===== config.mk =====
export PLATFORM = sky130hd
export DESIGN_NAME = afe_calib_ctrl
export DESIGN_NICKNAME = d
export VERILOG_FILES = /design/src/rtl/afe_calib_ctrl.sv
export SDC_FILE = /design/constraint.sdc
export NUM_CORES = 1
export LEC_CHECK = 0
export BUFFER_PORTS_ARGS = -buffer_cell sky130_fd_sc_hd__buf_2
export CORE_ASPECT_RATIO = 1.2
export CORE_MARGIN = 10
export CORE_UTILIZATION = 60
export CTS_CLUSTER_DIAMETER = 30
export DETAILED_ROUTE_END_ITERATION = 10
export PLACE_DENSITY = 0.8
export SLEW_MARGIN = 5
export SYNTH_ARGS = -nofsm -noshare
export SYNTH_HDL_FRONTEND = slang
export SYNTH_SLANG_ARGS = --single-unit

===== constraint.sdc =====
create_clock -name CLK -period 4.53 [get_ports CLK]
set_clock_uncertainty 0.15 [all_clocks]
set_input_delay 0.453 -clock CLK [delete_from_list [all_inputs] [get_ports CLK]]
set_output_delay 0.453 -clock CLK [all_outputs]
set_load 0.01 [all_outputs]

===== src/rtl/afe_calib_ctrl.sv =====
// Calibration and sequencing controller for the optical AFE: per-channel DC-code binary search,
// PGA gain ramp to just below clipping, then time-multiplexed LED slots with one ADC capture each.
module afe_calib_ctrl #(
   parameter int NCH     = 2,
   parameter int ADC_W   = 8,
   parameter int DC_W    = 7,
   parameter int GAIN_W  = 4,
   parameter int WIN     = 1000,
   parameter int SETTLE  = 4,
   parameter int SLOT    = 10,
   parameter int TGT_LO  = 120,
   parameter int TGT_HI  = 135,
   parameter int CLIP_LO = 10,
   parameter int CLIP_HI = 245,
   localparam int CHW    = (NCH > 1) ? $clog2(NCH) : 1
) (
   input  logic                   CLK,
   input  logic                   rst_n,
   input  logic [ADC_W-1:0]       ADC,
   input  logic                   find_setting,
   output logic [NCH-1:0]         led_en,
   output logic [DC_W-1:0]        dc_comp,
   output logic [GAIN_W-1:0]      pga_gain,
   output logic                   clk_filter,
   output logic                   busy,
   output logic                   done,
   output logic [NCH-1:0]         cal_err,
   output logic [NCH*ADC_W-1:0]   ch_value,
   output logic                   value_valid,
   output logic [CHW-1:0]         value_ch
);

   localparam int CNT_MAX = (WIN > SETTLE) ? ((WIN > SLOT) ? WIN : SLOT) : ((SETTLE > SLOT) ? SETTLE : SLOT);
   localparam int CNT_W   = (CNT_MAX > 1) ? $clog2(CNT_MAX) : 1;
   localparam int BIT_W   = (DC_W > 1) ? $clog2(DC_W) : 1;

   localparam logic [CNT_W-1:0]  SET_END   = CNT_W'(SETTLE - 1);
   localparam logic [CNT_W-1:0]  WIN_END   = CNT_W'(WIN - 1);
   localparam logic [CNT_W-1:0]  SLOT_END  = CNT_W'(SLOT - 1);
   localparam logic [BIT_W-1:0]  BIT_TOP   = BIT_W'(DC_W - 1);
   localparam logic [DC_W-1:0]   DC_MSB    = DC_W'(1 << (DC_W - 1));
   localparam logic [CHW-1:0]    LAST_CH   = CHW'(NCH - 1);
   localparam logic [ADC_W:0]    TGT_LO_V  = (ADC_W + 1)'(TGT_LO);
   localparam logic [ADC_W:0]    TGT_HI_V  = (ADC_W + 1)'(TGT_HI);
   localparam logic [ADC_W-1:0]  CLIP_LO_V = ADC_W'(CLIP_LO);
   localparam logic [ADC_W-1:0]  CLIP_HI_V = ADC_W'(CLIP_HI);

   typedef enum logic [2:0] {
      S_IDLE, S_SETTLE, S_MEASURE, S_DC_EVAL, S_GAIN_EVAL, S_NEXT_CH, S_RUN
   } state_t;

   state_t                state_q, state_d;
   logic [CNT_W-1:0]      cnt_q, cnt_d;
   logic [CHW-1:0]        ch_q, ch_d;
   logic [BIT_W-1:0]      bit_q, bit_d;
   logic                  phase_q, phase_d;
   logic [ADC_W-1:0]      min_q, min_d, max_q, max_d;
   logic [DC_W-1:0]       dc_comp_q, dc_comp_d;
   logic [GAIN_W-1:0]     pga_gain_q, pga_gain_d;
   logic [NCH-1:0]        led_en_q, led_en_d;
   logic                  busy_q, busy_d, done_q, done_d;
   logic [NCH-1:0]        cal_err_q, cal_err_d;
   logic [NCH*DC_W-1:0]   dc_store_q, dc_store_d;
   logic [NCH*GAIN_W-1:0] gain_store_q, gain_store_d;
   logic [NCH*ADC_W-1:0]  ch_value_q, ch_value_d;
   logic                  value_valid_q, value_valid_d;
   logic [CHW-1:0]        value_ch_q, value_ch_d;
   logic                  clk_filter_q, clk_filter_d;

   logic [ADC_W:0]        sum_s, mid_s;
   logic                  in_band_s, clipped_s;
   logic [CHW-1:0]        ch_inc_s, nxt_ch_s;
   logic [DC_W-1:0]       code_s;

   function automatic logic [NCH-1:0] onehot(input logic [CHW-1:0] k);
      logic [NCH-1:0] v;
      for (int i = 0; i < NCH; i++) begin
         v[i] = (k == CHW'(i));
      end
      return v;
   endfunction

   // Midpoint kept at ADC_W+1 bits so min+max never overflows.
   assign sum_s     = {1'b0, min_q} + {1'b0, max_q};
   assign mid_s     = sum_s >> 1;
   assign in_band_s = (mid_s >= TGT_LO_V) && (mid_s <= TGT_HI_V);
   assign clipped_s = (min_q < CLIP_LO_V) || (max_q > CLIP_HI_V);
   assign ch_inc_s  = ch_q + CHW'(1);
   assign nxt_ch_s  = (ch_q == LAST_CH) ? '0 : ch_inc_s;

   // State and datapath registers
   always_ff @(posedge CLK or negedge rst_n) begin
      if (!rst_n) begin
         state_q       <= S_IDLE;
         cnt_q         <= '0;
         ch_q          <= '0;
         bit_q         <= '0;
         phase_q       <= 1'b0;
         min_q         <= '0;
         max_q         <= '0;
         dc_comp_q     <= '0;
         pga_gain_q    <= '0;
         led_en_q      <= '0;
         busy_q        <= 1'b0;
         done_q        <= 1'b0;
         cal_err_q     <= '0;
         dc_store_q    <= '0;
         gain_store_q  <= '0;
         ch_value_q    <= '0;
         value_valid_q <= 1'b0;
         value_ch_q    <= '0;
         clk_filter_q  <= 1'b0;
      end else begin
         state_q       <= state_d;
         cnt_q         <= cnt_d;
         ch_q          <= ch_d;
         bit_q         <= bit_d;
         phase_q       <= phase_d;
         min_q         <= min_d;
         max_q         <= max_d;
         dc_comp_q     <= dc_comp_d;
         pga_gain_q    <= pga_gain_d;
         led_en_q      <= led_en_d;
         busy_q        <= busy_d;
         done_q        <= done_d;
         cal_err_q     <= cal_err_d;
         dc_store_q    <= dc_store_d;
         gain_store_q  <= gain_store_d;
         ch_value_q    <= ch_value_d;
         value_valid_q <= value_valid_d;
         value_ch_q    <= value_ch_d;
         clk_filter_q  <= clk_filter_d;
      end
   end

   // Next-state logic
   always_comb begin
      state_d = state_q;
      if (find_setting) begin
         state_d = S_SETTLE;
      end else begin
         case (state_q)
            S_IDLE:      state_d = S_IDLE;
            S_SETTLE:    state_d = (cnt_q == SET_END) ? S_MEASURE : S_SETTLE;
            S_MEASURE:   state_d = (cnt_q != WIN_END) ? S_MEASURE : (phase_q ? S_GAIN_EVAL : S_DC_EVAL);
            S_DC_EVAL:   state_d = S_SETTLE;
            S_GAIN_EVAL: state_d = (clipped_s || (pga_gain_q == '1)) ? S_NEXT_CH : S_SETTLE;
            S_NEXT_CH:   state_d = (ch_q == LAST_CH) ? S_RUN : S_SETTLE;
            S_RUN:       state_d = S_RUN;
            default:     state_d = S_IDLE;
         endcase
      end
   end

   // Settings, search pointer, window statistics and RUN capture
   always_comb begin
      cnt_d         = cnt_q;
      ch_d          = ch_q;
      bit_d         = bit_q;
      phase_d       = phase_q;
      min_d         = min_q;
      max_d         = max_q;
      dc_comp_d     = dc_comp_q;
      pga_gain_d    = pga_gain_q;
      led_en_d      = led_en_q;
      busy_d        = busy_q;
      done_d        = done_q;
      cal_err_d     = cal_err_q;
      dc_store_d    = dc_store_q;
      gain_store_d  = gain_store_q;
      ch_value_d    = ch_value_q;
      value_valid_d = 1'b0;
      value_ch_d    = value_ch_q;
      clk_filter_d  = ~clk_filter_q;
      code_s        = dc_comp_q;
      if (find_setting) begin
         cnt_d      = '0;
         ch_d       = '0;
         bit_d      = BIT_TOP;
         phase_d    = 1'b0;
         dc_comp_d  = DC_MSB;
         pga_gain_d = '0;
         led_en_d   = onehot('0);
         busy_d     = 1'b1;
         done_d     = 1'b0;
         cal_err_d  = '0;
      end else begin
         case (state_q)
            S_SETTLE: begin
               if (cnt_q == SET_END) begin
                  cnt_d = '0;
                  min_d = '1;
                  max_d = '0;
               end else begin
                  cnt_d = cnt_q + CNT_W'(1);
               end
            end
            S_MEASURE: begin
               min_d = (ADC < min_q) ? ADC : min_q;
               max_d = (ADC > max_q) ? ADC : max_q;
               cnt_d = (cnt_q == WIN_END) ? '0 : (cnt_q + CNT_W'(1));
            end
            S_DC_EVAL: begin
               cnt_d = '0;
               code_s[bit_q] = (mid_s > TGT_HI_V) ? 1'b0 : dc_comp_q[bit_q];
               if (in_band_s) begin
                  dc_store_d[ch_q*DC_W +: DC_W] = dc_comp_q;
                  phase_d    = 1'b1;
                  pga_gain_d = '0;
               end else if (bit_q == '0) begin
                  dc_store_d[ch_q*DC_W +: DC_W] = code_s;
                  cal_err_d[ch_q] = 1'b1;
                  dc_comp_d  = code_s;
                  phase_d    = 1'b1;
                  pga_gain_d = '0;
               end else begin
                  code_s[bit_q - BIT_W'(1)] = 1'b1;
                  dc_comp_d = code_s;
                  bit_d     = bit_q - BIT_W'(1);
               end
            end
            S_GAIN_EVAL: begin
               cnt_d = '0;
               if (clipped_s) begin
                  gain_store_d[ch_q*GAIN_W +: GAIN_W] = (pga_gain_q == '0) ? '0 : (pga_gain_q - GAIN_W'(1));
               end else if (pga_gain_q == '1) begin
                  gain_store_d[ch_q*GAIN_W +: GAIN_W] = '1;
               end else begin
                  pga_gain_d = pga_gain_q + GAIN_W'(1);
               end
            end
            S_NEXT_CH: begin
               cnt_d = '0;
               if (ch_q == LAST_CH) begin
                  ch_d       = '0;
                  led_en_d   = onehot('0);
                  dc_comp_d  = dc_store_q[DC_W-1:0];
                  pga_gain_d = gain_store_q[GAIN_W-1:0];
                  busy_d     = 1'b0;
                  done_d     = 1'b1;
               end else begin
                  ch_d       = ch_inc_s;
                  led_en_d   = onehot(ch_inc_s);
                  dc_comp_d  = DC_MSB;
                  pga_gain_d = '0;
                  bit_d      = BIT_TOP;
                  phase_d    = 1'b0;
               end
            end
            S_RUN: begin
               // Capture and move to the next slot together so settings switch only on slot edges.
               if (cnt_q == SLOT_END) begin
                  cnt_d = '0;
                  ch_value_d[ch_q*ADC_W +: ADC_W] = ADC;
                  value_valid_d = 1'b1;
                  value_ch_d    = ch_q;
                  ch_d          = nxt_ch_s;
                  led_en_d      = onehot(nxt_ch_s);
                  dc_comp_d     = dc_store_q[nxt_ch_s*DC_W +: DC_W];
                  pga_gain_d    = gain_store_q[nxt_ch_s*GAIN_W +: GAIN_W];
               end else begin
                  cnt_d = cnt_q + CNT_W'(1);
               end
            end
            default: begin
               cnt_d = cnt_q;
            end
         endcase
      end
   end

   assign led_en      = led_en_q;
   assign dc_comp     = dc_comp_q;
   assign pga_gain    = pga_gain_q;
   assign clk_filter  = clk_filter_q;
   assign busy        = busy_q;
   assign done        = done_q;
   assign cal_err     = cal_err_q;
   assign ch_value    = ch_value_q;
   assign value_valid = value_valid_q;
   assign value_ch    = value_ch_q;

endmodule


Word-level counts from Yosys, hierarchy flattened
Index checks and enable logic that the tools add are counted.
Storage, ports and cells
  memory bits (writable): 0
  memories: 0
  register bits: 92
  word-level logic and storage cells: 197
  bits in latches: 0
  output and inout bits: 36
  bits of input ports: 11
  ROM bits: 0
Operators by class
  div/mod/pow operators: 0
  bitwise gates (word level): 6
  reductions and logical operators: 33
  multiplexer cells: 83
  shift operators: 10
  $add $sub $neg: 9
  multipliers: 2
  equal/unequal tests: 22
  order comparisons: 13
Operator list (count)
  $neg A4 Y34: 2
  $shiftx A7 B34 Y14: 2
  $mux W8: 6
  $mux W10: 4
  $pmux W10 S4: 1
  $mux W7: 5
  $neg A3 Y34: 1
  $shift A4 B34 Y8 const A: 1
  $shift A7 B34 Y14 const A: 1
  $shift A8 B34 Y16 const A: 1
  $shiftx A4 B34 Y8: 1
  $shiftx A4 B34 Y8 const A: 1
  $shiftx A8 B34 Y16: 1
  $mux W4: 8
  $pmux W8 S2: 2
  $bwmux W14: 2
  $mux W14: 2
  $mux W3: 9
  $mux W1: 21
  $pmux W7 S3: 1
  $ne A3 B3 Y1 const B: 6
  $pmux W3 S6: 1
  $reduce_and A3 Y1: 6
  $bwmux W16: 1
  54 further kinds: 92

Logic depth before layout (Yosys ltp)
  depth after elaboration: 10
  gate-level depth with buffers: 11
  gate-level depth less buffers: 10

Worst setup path after synthesis
Ideal clock, no wire load.
  path type: register to register
  from: register min_q[0]
  to: register dc_store_q[11]
  period minus slack after synthesis: 3199 ps
  stages on the path, launching flop included: 11
  arrival: 2924 ps
  setup time: 125 ps
  buffers on the path: 1
  data required time: 4255 ps
  slack: 1331 ps
  cell sequence: dfrtp_1 > and2_1 > fa_1 > a21o_1 > nor3b_1 > or3_1 > a2111o_1 > o221ai_2 > and3_1 > buf_2 > mux2_2
On the way
  word-level cells in the longest chain between the ends: 8
  elaborated cells between the ends (all ways): 13
  those cells by class: 1 x add/sub; 3 x order compare; 1 x shift; 5 x mux; 3 x reduce/logical
Ends and longest elaborated chain
  start: declaration: line 57  | logic [ADC_W-1:0] min_q, min_d, max_q, max_d;
  start signal: assignment: line 119  | min_q <= min_d;
  $add A8 B8 Y9 (*): line 84  | assign sum_s = {1'b0, min_q} + {1'b0, max_q};
  $gt A8 B8 Y1: line 205  | code_s[bit_q] = (mid_s > TGT_HI_V) ? 1'b0 : dc_comp_q[bit_q];
  $mux W1: line 205
  $bwmux W7: line 205
  $shiftx A7 B34 Y14: line 211  | dc_store_d[ch_q*DC_W +: DC_W] = code_s;
  $bwmux W14: line 211
  $mux W14: line 210  | end else if (bit_q == '0) begin
  $mux W14: line 206  | if (in_band_s) begin
  end signal: assignment: line 127  | dc_store_q <= dc_store_d;
  end: declaration: line 63  | logic [NCH*DC_W-1:0] dc_store_q, dc_store_d;
Mark *: on every way between the ends. The rest lies on a longest branch, timed or not. The select of a mux whose other input is x is not followed.
A chain may end at the register's enable or synchronous reset.

Final worst setup path
  from: register min_q[0]
  to: register dc_store_q[7]
Same word-level chain as after synthesis.

==> impl_summary.txt <==
----------------------------------------------------
[Placed design]
  Placer's final routability congestion estimate ... 0.975
  Final HPWL DP ... 9710 microns
  Number of input and output port buffers inserted ... 46

[Routing]
  Detailed-router iteration count before antenna repair ... 6
  Total via count in the routed design ... 4492
  Residual DRC ... 0
  Average wire per cell in the routed design ... 18.3 microns
  Detailed-route wire length ... 13000 microns
  Remaining antenna violation count after routing ... 0
  Avg Vias per Cell ... 6.33
  Iter 0 DRT Violations ... 380

[Logic synthesis]
  Mapped Cells ... 552
  Post-Syn Area ... 5380 sq um
  Synthesis-stage register bit count ... 91
  Yosys top cell area share ... 0.424
  Register area share after synthesis ... 0.424
  Leading post-synthesis cells by cell area ... sky130_fd_sc_hd__dfrtp_1 (42%), sky130_fd_sc_hd__mux2_2 (7.5%), sky130_fd_sc_hd__ha_1 (6.7%)
  Ys Warns ... 0
  Prevailing post-synth register cell ... sky130_fd_sc_hd__dfrtp_1
  Number of distinct library cell variants in the gate-level netlist after synthesis ... 73
  Mean instance size in the synthesized netlist ... 9.74 sq um
  Net count of the mapped netlist ... 593
  Number of enable flip-flop cells after synthesis ... 0
  Commonest cells post-synth ... sky130_fd_sc_hd__dfrtp_1 (91), sky130_fd_sc_hd__nand2_1 (41), sky130_fd_sc_hd__nor2_1 (40), sky130_fd_sc_hd__mux2_2 (36), sky130_fd_sc_hd__o21ai_0 (35)
  Post-synth ARST share ... 1.00
  Cell accounting for the most synthesized area ... sky130_fd_sc_hd__dfrtp_1
  Most numerous cell in the Yosys netlist ... sky130_fd_sc_hd__dfrtp_1

[Timing]
  Peak clock frequency supported by timing ... 286 MHz
  Max-slew headroom ... 0.354
  Fin crit share ... 0.771
  Tmin final ... 3490 ps
  Fin. max-slew vios ... 0
  Hold violation total from the final report ... 0
  Final count of negative-setup-slack endpoints ... 0
  Sum Neg Setup Slack ... 0 ps
  Slew @ Worst Pin ... 969 ps
  Unrepaired setup endpoints after global routing ... false

[Die]
  Top-level port count ... 47
  Die boundary width ... 106 microns
  Core Footprint ... 8660 sq um
  Row count ... 37
  Initial Util ... 0.621
  Chip height ... 124 microns
  Die outline area ... 13200 sq um

[Critical path]
  Startpoint of the worst register-to-register path ... min_q[0]$_DFFE_PN0P_
  Critical Setup Path Class ... reg2reg
  Endpoint of the worst register-to-register path ... dc_store_q[7]$_DFFE_PN0P_
  Worst-path cell chain ... and2_1, fa_1, a21o_1, nor3b_1, or3_1, a2111o_1, o221ai_2, and3_1, mux2_2
  Max stage delay on crit path ... 450 ps
  Data arrival time of the worst path ... 3610 ps
  Reg2Reg Depth ... 9
  Crit path buf inv count ... 0
  Critical Path Slowest Stage Cell ... sky130_fd_sc_hd__a2111o_1
  Startpoint types ... register
  CP Data Required Time ... 4640 ps
  Max Fanout on Critical Path ... 7
  Reg2reg setup slack ... 1040 ps
  Gate family responsible for the most delay along the worst path ... simple AND/OR/NAND/NOR gates
  Endpoint type of the worst setup path ... register

[Hold path]
  Start point of the worst hold path ... ADC[0]
  Classification of the worst-slack hold path ... in2reg
  Number of cells traversed by the worst hold path ... 2
  Destination of the worst hold path ... min_q[0]$_DFFE_PN0P_

[Clock network]
  Clock slew at the register clock pins of the worst setup and hold paths ... 100 ps
  Clock latency of the later-clocked register in the worst-skew pair ... 380 ps
  Number of H-tree branching levels ... 3
  Root Buffer ... sky130_fd_sc_hd__clkbuf_8
  Clock tree from TritonCTS ... yes
  Number of CTS-inserted buffers ... 9
  CTS Sinks ... 91
  Buffers inserted by post-CTS timing repair ... 0
  Buffer levels on the longest clock path ... 2

[Cells and area]
  Syn-to-layout area delta ... 8.91%
  Antenna Diode Count ... 0
  Final Core Density ... 0.676
  Number of nets in the final layout ... 629
  Fraction of layout instances using a drive strength above 1 ... 0.196

[Global routing]
  All-layer global routing usage ... 0.204
  Global-route wire length before repair ... 22000 microns
  Vias in the first global route ... 4519
  Antenna violations before repair ... 0
  Pin count of the biggest net entering global routing ... 55
  Overflow left after global routing ... 0

[Run status]
  Result of the run ... completed

[Power]
  Pwr per Cell Area ... 465 nW/um^2
  Static Leakage ... 2.69 nW
  Total power of the final layout ... 2.72 mW
  Max rail drop VDD ... 0.220 mV

[Job]
  Max capacitance violation total ... 0

----------------------------------------------------
-- through the flow --
step | cells | instance area, sq um | worst slack [ps] | hold WS (ps)
3_3_place_gp | 693 | 5660 | 1120 | 252
4_1_cts | 710 | 5860 | 1050 | 211
3_5_place_dp | 693 | 5660 | 1070 | 261
2_1_floorplan | 552 | 5380 | 1330 | 7.41
6_report | 710 | 5860 | 1040 | 219
5_1_grt | 710 | 5860 | 889 | 214
-- report_power, final --
part	switching (mW)	total, mW	internal, mW
Combinational	0.644	1.10	0.455
Clock	0.333	0.548	0.215
Sequential	0.149	1.07	0.925
Total	1.13	2.72	1.59
-- registers in the layout, summed over array words and instances (netlist names), 2 cells and up --
name,flops
bit_q,3
cal_err,2
ch_value,16
cnt_q,10
dc_comp,7
dc_store_q,14
gain_store_q,8
max_q,8
min_q,8
pga_gain,4
state_q,3
-- cell usage in the layout, fill, tap and decap left out, types with 9 or more instances in the layout --
| cell | Yosys | routed |
|---|---|---|
| sky130_fd_sc_hd__mux2i_1 | 11 | 11 |
| sky130_fd_sc_hd__nand2b_1 | 12 | 12 |
| sky130_fd_sc_hd__clkbuf_8 | 0 | 9 |
| sky130_fd_sc_hd__nand2_1 | 41 | 41 |
| sky130_fd_sc_hd__a21oi_1 | 25 | 25 |
| sky130_fd_sc_hd__nand3_1 | 20 | 20 |
| sky130_fd_sc_hd__mux2_2 | 36 | 36 |
| sky130_fd_sc_hd__dfrtp_1 | 91 | 91 |
| sky130_fd_sc_hd__nor2_1 | 40 | 40 |
| sky130_fd_sc_hd__buf_2 | 2 | 45 |
| sky130_fd_sc_hd__o21ai_0 | 35 | 35 |
| sky130_fd_sc_hd__nor3_1 | 16 | 16 |
| sky130_fd_sc_hd__inv_1 | 32 | 32 |
| sky130_fd_sc_hd__o22a_1 | 9 | 9 |
| sky130_fd_sc_hd__ha_1 | 29 | 29 |
-- cell families (layout without fill, tap and decap cells) --
group / Yosys count / in the layout / synth area share
AND/OR/NAND/NOR: 176 / 176 / 0.167
AO/OA/AOI/OAI: 145 / 145 / 0.184
flip-flops: 91 / 91 / 0.424
buffers and inverters: 56 / 97 / 0.0431
multiplexers: 50 / 50 / 0.104
adder cells (fa/ha/maj): 30 / 30 / 0.0712
XOR/XNOR: 4 / 4 / 0.00652
-- cell type report --
class / count / area, sq um
clock inverter: 7 / 66.3
timing repair buffer: 48 / 250
clock buffer: 9 / 124
tap: 117 / 146
sequential: 91 / 2280
inverter: 33 / 124
multi-input combinational: 405 / 2870
fill: 714 / 2800
-- per-layer routing --
layer	vias up	wire length, microns	track usage
li1	2100	-	-
met1	2211	5190	0.239
met2	151	6680	0.353
met3	30	745	0.0398
met4	0	369	0.0958
met5	-	0	0
-- how the worst max path moves through the flow --
| stage | startpoint | end | slack [ps] | cells past startpoint |
|---|---|---|---|---|
| after floorplan | min_q[0]$_DFFE_PN0P_ | dc_store_q[11]$_DFFE_PN0P_ | 1330 | 10 |
| after global routing | min_q[2]$_DFFE_PN0P_ | dc_store_q[13]$_DFFE_PN0P_ | 890 | 8 |
| after CTS | min_q[0]$_DFFE_PN0P_ | dc_store_q[7]$_DFFE_PN0P_ | 1050 | 9 |
| final | min_q[0]$_DFFE_PN0P_ | dc_store_q[7]$_DFFE_PN0P_ | 1040 | 9 |
| after global placement | min_q[0]$_DFFE_PN0P_ | dc_store_q[13]$_DFFE_PN0P_ | 1120 | 9 |
| after detailed placement | min_q[0]$_DFFE_PN0P_ | dc_store_q[7]$_DFFE_PN0P_ | 1070 | 9 |
-- what timing repair did --
action / CTS / global route
gates resized for setup: 0 / 0
hold buffers: 1 / 0
hold endpoints to repair: 53 / 0
(Power assumes the default switching activity.)
